**src/rtl/alloc_lsu.sv**
```systemverilog
// alloc_lsu: load/store unit below the allocator core; turns header requests into single-word
// memory transactions. Define ALLOC_LSU_LOCK_TIMEOUT_EN to bound LOCK retries (adds lock_fail_o).

localparam int LSU_DATA_W = 64;

typedef enum logic [2:0] {
  LSU_LOCK   = 3'd0,
  LSU_UNLOCK = 3'd1,
  LSU_LOAD   = 3'd2,
  LSU_INSERT = 3'd3,
  LSU_DELETE = 3'd4
} lsu_op_e;

typedef struct packed {
  logic [LSU_DATA_W-1:0] addr;
  logic [LSU_DATA_W-1:0] size;
  logic [LSU_DATA_W-1:0] next_addr;
} header_data_t;

typedef struct packed {
  logic         val;
  lsu_op_e      lsu_op;
  header_data_t header_data;
} header_data_req_t;

typedef struct packed {
  logic         val;
  header_data_t header_data;
} header_data_rsp_t;

typedef enum logic [3:0] {
  ST_IDLE, ST_MEM_RD0, ST_WAIT_RD0, ST_MEM_RD1, ST_WAIT_RD1, ST_MEM_WR0,
  ST_MEM_WR1, ST_LOCK_RD, ST_LOCK_WAIT, ST_LOCK_WR, ST_BACKOFF, ST_RESP
} alloc_lsu_state_e;

module alloc_lsu #(
  parameter logic [LSU_DATA_W-1:0] LOCK_ADDR      = '0,
  parameter int unsigned           WORD_BYTES     = LSU_DATA_W / 8,
  parameter int unsigned           BACKOFF_CYCLES = 4
`ifdef ALLOC_LSU_LOCK_TIMEOUT_EN
  , parameter int unsigned         LOCK_RETRY_MAX = 16
`endif
) (
  input  logic                  clk_i,
  input  logic                  rst_i,
  input  header_data_req_t      req_i,
  output logic                  lsu_ready_o,
  output header_data_rsp_t      rsp_o,
  output logic                  mem_req_o,
  output logic                  mem_we_o,
  output logic [LSU_DATA_W-1:0] mem_addr_o,
  output logic [LSU_DATA_W-1:0] mem_wdata_o,
  input  logic                  mem_gnt_i,
  input  logic                  mem_rvalid_i,
  input  logic [LSU_DATA_W-1:0] mem_rdata_i,
`ifdef ALLOC_LSU_LOCK_TIMEOUT_EN
  output logic                  lock_fail_o,
`endif
  output alloc_lsu_state_e      dbg_state_o
);

  // Handshakes: a request is taken when req_i.val && lsu_ready_o at a clock edge. A memory
  // transaction is offered with mem_req_o and held stable until mem_gnt_i; a read then finishes
  // on the first mem_rvalid_i in a later cycle, while a write finishes on the grant itself.

  localparam logic [7:0] BACKOFF_LOAD = (BACKOFF_CYCLES == 0) ? 8'd0 : 8'(BACKOFF_CYCLES - 1);

  alloc_lsu_state_e      r_state;
  alloc_lsu_state_e      w_state_nxt;
  lsu_op_e               r_op;
  header_data_t          r_hd;
  header_data_t          r_rsp_hd;
  logic [LSU_DATA_W-1:0] r_size;
  logic [7:0]            r_backoff;
  logic [LSU_DATA_W-1:0] w_addr_hi;
  logic                  w_accept;
  logic                  w_lock_busy;
`ifdef ALLOC_LSU_LOCK_TIMEOUT_EN
  logic [15:0]           r_fail_cnt;
  logic                  r_lock_fail;
  logic                  w_fail_hit;
`endif

  always_comb begin
    w_state_nxt = r_state;
    lsu_ready_o = 1'b0;
    mem_req_o   = 1'b0;
    mem_we_o    = 1'b0;
    mem_addr_o  = '0;
    mem_wdata_o = '0;
    w_addr_hi   = r_hd.addr + LSU_DATA_W'(WORD_BYTES);
    w_accept    = (r_state == ST_IDLE) && req_i.val;
    w_lock_busy = mem_rvalid_i && (mem_rdata_i != '0);
`ifdef ALLOC_LSU_LOCK_TIMEOUT_EN
    w_fail_hit  = (r_fail_cnt + 16'd1) >= 16'(LOCK_RETRY_MAX);
`endif
    rsp_o.val         = (r_state == ST_RESP);
    rsp_o.header_data = r_rsp_hd;
    case (r_state)
      ST_IDLE: begin
        lsu_ready_o = 1'b1;
        if (req_i.val) begin
          case (req_i.lsu_op)
            LSU_LOCK:   w_state_nxt = ST_LOCK_RD;
            LSU_UNLOCK: w_state_nxt = ST_LOCK_WR;
            LSU_LOAD:   w_state_nxt = ST_MEM_RD0;
            LSU_INSERT: w_state_nxt = ST_MEM_WR0;
            LSU_DELETE: w_state_nxt = ST_MEM_WR1;
            default:    w_state_nxt = ST_RESP;
          endcase
        end
      end
      ST_MEM_RD0: begin
        mem_req_o  = 1'b1;
        mem_addr_o = r_hd.addr;
        if (mem_gnt_i) w_state_nxt = ST_WAIT_RD0;
      end
      ST_WAIT_RD0: if (mem_rvalid_i) w_state_nxt = ST_MEM_RD1;
      ST_MEM_RD1: begin
        mem_req_o  = 1'b1;
        mem_addr_o = w_addr_hi;
        if (mem_gnt_i) w_state_nxt = ST_WAIT_RD1;
      end
      ST_WAIT_RD1: if (mem_rvalid_i) w_state_nxt = ST_RESP;
      ST_MEM_WR0: begin
        mem_req_o   = 1'b1;
        mem_we_o    = 1'b1;
        mem_addr_o  = r_hd.addr;
        mem_wdata_o = r_hd.size;
        if (mem_gnt_i) w_state_nxt = ST_MEM_WR1;
      end
      ST_MEM_WR1: begin
        mem_req_o   = 1'b1;
        mem_we_o    = 1'b1;
        mem_addr_o  = w_addr_hi;
        mem_wdata_o = r_hd.next_addr;
        if (mem_gnt_i) w_state_nxt = ST_RESP;
      end
      ST_LOCK_RD: begin
        mem_req_o  = 1'b1;
        mem_addr_o = LOCK_ADDR;
        if (mem_gnt_i) w_state_nxt = ST_LOCK_WAIT;
      end
      ST_LOCK_WAIT: begin
        if (mem_rvalid_i && !w_lock_busy) w_state_nxt = ST_LOCK_WR;
`ifdef ALLOC_LSU_LOCK_TIMEOUT_EN
        else if (w_lock_busy && w_fail_hit) w_state_nxt = ST_RESP;
`endif
        else if (w_lock_busy) w_state_nxt = (BACKOFF_CYCLES == 0) ? ST_LOCK_RD : ST_BACKOFF;
      end
      ST_LOCK_WR: begin
        // Shared by LOCK (take: write 1) and UNLOCK (release: write 0).
        mem_req_o   = 1'b1;
        mem_we_o    = 1'b1;
        mem_addr_o  = LOCK_ADDR;
        mem_wdata_o = {{(LSU_DATA_W-1){1'b0}}, r_op == LSU_LOCK};
        if (mem_gnt_i) w_state_nxt = ST_RESP;
      end
      ST_BACKOFF: if (r_backoff == 8'd0) w_state_nxt = ST_LOCK_RD;
      ST_RESP:    w_state_nxt = ST_IDLE;
      default:    w_state_nxt = ST_IDLE;
    endcase
  end

  always_ff @(posedge clk_i) begin
    if (rst_i) begin
      r_state   <= ST_IDLE;
      r_op      <= LSU_LOCK;
      r_hd      <= '0;
      r_rsp_hd  <= '0;
      r_size    <= '0;
      r_backoff <= '0;
    end else begin
      r_state <= w_state_nxt;
      if (w_accept) begin
        r_op <= req_i.lsu_op;
        r_hd <= req_i.header_data;
      end
      if (r_state == ST_WAIT_RD0 && mem_rvalid_i) r_size <= mem_rdata_i;
      if (r_state == ST_BACKOFF) r_backoff <= r_backoff - 8'd1;
      else if (w_state_nxt == ST_BACKOFF) r_backoff <= BACKOFF_LOAD;
      // Response header is captured on the way into RESP and then held until the next one.
      if (w_state_nxt == ST_RESP) begin
        if (r_state == ST_IDLE) r_rsp_hd <= req_i.header_data;
        else if (r_state == ST_WAIT_RD1) begin
          r_rsp_hd.addr      <= r_hd.addr;
          r_rsp_hd.size      <= r_size;
          r_rsp_hd.next_addr <= mem_rdata_i;
        end else r_rsp_hd <= r_hd;
      end
    end
  end

`ifdef ALLOC_LSU_LOCK_TIMEOUT_EN
  always_ff @(posedge clk_i) begin
    if (rst_i) begin
      r_fail_cnt  <= '0;
      r_lock_fail <= 1'b0;
    end else if (w_accept) begin
      r_fail_cnt  <= '0;
      r_lock_fail <= 1'b0;
    end else if (r_state == ST_LOCK_WAIT && w_lock_busy) begin
      r_fail_cnt <= r_fail_cnt + 16'd1;
      if (w_fail_hit) r_lock_fail <= 1'b1;
    end
  end

  assign lock_fail_o = (r_state == ST_RESP) && r_lock_fail;
`endif

  assign dbg_state_o = r_state;

endmodule
```
**config.mk**
```make
export PLATFORM = sky130hd
export DESIGN_NAME = alloc_lsu
export DESIGN_NICKNAME = d
export VERILOG_FILES = /design/src/rtl/alloc_lsu.sv
export SDC_FILE = /design/constraint.sdc
export NUM_CORES = 1
export LEC_CHECK = 0
export CAP_MARGIN = 20
export CORE_ASPECT_RATIO = 0.5
export CORE_UTILIZATION = 50
export DETAILED_ROUTE_END_ITERATION = 7
export GPL_TIMING_DRIVEN = 0
export PLACE_DENSITY_LB_ADDON = 0.15
export SETUP_SLACK_MARGIN = 0.15
export SLEW_MARGIN = 40
export SYNTH_ARGS = -nofsm -noshare
export SYNTH_HDL_FRONTEND = slang
export SYNTH_SLANG_ARGS = --single-unit
export TNS_END_PERCENT = 5
```
**constraint.sdc**
```tcl
create_clock -name clk_i -period 6.9 [get_ports clk_i]
set_input_delay 1.38 -clock clk_i [delete_from_list [all_inputs] [get_ports clk_i]]
set_output_delay 1.38 -clock clk_i [all_outputs]
set_load 0.02 [all_outputs]
```
==> results.md <==
- Metal2 WL: 44,200 um
- Post-synth top flop: dfxtp_1
- Post-CTS Hold Buffers: 0
- CTS buffer count: 42
- Leakage power: ~11 nW
- Average size of a mapped cell: just under 8 um^2
- Sequential fraction of the synthesis area: 39.4%
- Most common cell after layout, fill and taps aside: clkdlybuf4s50_1
- Rows: 55
- Worst path most repeated cell: clkbuf_1
- Hold Slack: 457 ps
- Fillcell total: 3,970
- Final antenna-violating net count: 0
- Total Wirelength: 91,800 um
- Clk_lat worst skew: between 500 and 600 ps
- Multi-input gate area: 13,000 um^2
- Hold Crit Start: r_size[15]
- Ys Warns: 0
- Met1 wire length: 35,900 um
- Final Slew Violations: 0
- CP required: ~5500 ps
- Fin crit share: about 75%
- Place WS: 2180 ps
- Largest fanout on the critical path: 10
- Hold Fails Final Rpt: 0
- Largest net degree at the start of global routing: 17
- Final setup vio count: 0
- CP Cell Sequence: buf_2, xor2_1, and3_1, clkbuf_1, clkbuf_1, o21ai_0, a31oi_1, clkdlybuf4s50_1
- WL met3: 6500 um
- Power, Total: between 0.01 and 0.015 W
- Synth Register Bits: 463
- Max clock buf depth: 3
- Measured slew at the worst slew-check pin: 918 ps
- CTS tree: built
- Most frequent cells in the layout: clkdlybuf4s50_1, nand2_1, dfxtp_1, a21oi_1, mux2i_1
- EDFF count, synth: 0
- Synth Instances: between 2,000 and 3,000
- Slowest stage delay, CP: about 700 ps
- Clock root cell: clkbuf_16
- Critical Path End Type: output pin
- Post-CTS Setup Bufs: 0
- Vias/cell: 5.87
- VDD IR max: 0.000205 V
- DP Area: about 30,000 um^2
- Hold Crit Class: reg2reg
- Netlist cell types: 68
- Via count: 25,256
- Design Area, Final: 31,900 um^2
- CTS H-tree depth: 2
- Tmin final: 5180 ps
- Total GRT Usage: 36.5%
- Avg WL per Cell: 21.3 um
- Io pins: 592
- CP Launch Type: register
- Worst Skew: between 30 and 40 ps
- Clk slew on worst S/H paths: 70 ps
- Slowest-stage cell, CP: clkdlybuf4s50_1
- First-pass GRT wire length: roughly 140,000 um
- DIE AREA: 48,000 um^2
- Critical path class: reg2out
- RePlAce Congestion: 0.941
- Reg area: 9270 um^2
- GR Overflow Total: 0
- Residual DRC: 0
- R2R Path Start: dbg_state_o[2]
- Initial DRC Count: roughly 2,400
- RSZ-0062 raised after global routing: no
- CTS Sinks: approximately 460
- Area grow syn2layout: 35.4%
- Setup TNS: 0 ps
- Fmax: roughly 190 MHz
- Nets: between 3,000 and 4,000
- Max Cap Viol: 0
- Share of layout cells above drive strength 1: 7.01%
- Run status: complete, no violations
- Post_cts resized: 0
- Die H: 155 um
- Initial Utilization: 51.3%
- Core Area: ~46,000 um^2
- Crit. Startpoint: dbg_state_o[0]
- Worst EP arrival: between 3000 and 4000 ps
- PortBufs: 589
- Net count after synthesis: 3,250
- Fin worst setup slack: 1720 ps
- Power Dens Cells: approximately 380 nW/um^2
- Top sig layer: met4
- DPL Wire Length: 69,000 um
- Die W: 309 um
- Initial antenna violation count: 21
- Async S/R FF share, synth: 0%
- Syn Std Cell Area: 23,500 um^2
- Vias in the first global route: 23,662
- Worst slew margin: 38.7%
- Pre-antenna DRT Iters: 8
==> worst max-delay path, delay by kind of cell, from the launching register on <==
family / cells / cell delay [ps]
xor+xnor: 1 / 190
simple gates: 1 / 170
flops: 1 / 530
compound gates: 2 / 630
buf+inv: 4 / 1720
==> path summary, 6_finish.rpt <==
kind / endpoint / slack (ps) / cells after the start
worst max-delay path: mem_addr_o[29] / 1720 / 8
worst min-delay path: r_size[15] / 460 / 2
worst max register to register: rsp_o[158] / 3810 / 10
worst min register to register: r_size[15] / 460 / 2
==> registers in the layout, indices dropped and copies added, names as in the netlist <==
| register | flops |
|---|---|
| rsp_o | 192 |
| dbg_state_o | 4 |
| r_hd | 192 |
| r_backoff | 8 |
| r_size | 64 |
| r_op | 3 |
==> synth_stat cells (7+ instances only) <==
library cell,number,area [um^2]
nor2_1,157,589
and3_1,22,138
buf_2,57,285
a21oi_1,342,1710
a22o_1,65,569
o21ai_0,85,425
and4_1,8,70.1
nand4_1,23,144
nand2b_1,132,826
mux2i_1,192,1920
and2_1,13,81.3
nor4_1,19,119
xnor2_1,9,78.8
o31ai_1,12,90.1
buf_6,7,78.8
dfxtp_1,463,9270
xor2_1,14,123
a31oi_1,17,106
a211oi_2,62,776
nand2_1,571,2140
clkbuf_1,177,664
nand3_1,161,806
o21ai_1,130,651
buf_1,19,71.3
buf_4,21,158
a211oi_1,130,976
==> stage by stage <==
step	utilization (%)	instances
finish	69.5	4299
global route	69.5	4296
CTS	69.4	4278
detailed placement	66.0	4200
global placement	65.9	4200
floorplan	-	2984
==> kinds of logic after synthesis <==
family,count (synthesis),synth area share (%)
AND/OR/NAND/NOR,1144,22.4
AO/OA/AOI/OAI,868,23.4
flip-flops,463,39.4
buffers and inverters,290,5.50
multiplexers,194,8.26
XOR/XNOR,23,0.856
adder cells (fa/ha/maj),2,0.106
==> report_power, final <==
group	leakage [nW]	switching [W]	internal, W
logic	6.22	0.00365	0.00207
clock network	0.765	0.00114	0.00158
registers	3.76	0.000509	0.00327
total	10.8	0.00530	0.00693
==> per-layer routing <==
layer  GRT usage (%)  vias to the layer above
li1                -                    11807
met1            44.4                    12023
met2            62.9                     1161
met3            4.67                      265
met4            19.9                        0
met5               0                        -
==> layout make-up <==
cell class                 instances  area share [%]
tap                              627            2.46
timing repair buffer             590            18.5
buffer                           284            4.03
clock buffer                      55            3.68
sequential                       463            29.1
multi-input combinational       2231            40.7
inverter                           6          0.0707
antenna                           20           0.157
clock inverter                    23            1.25
No activity file was read; power rests on OpenSTA's default activity.
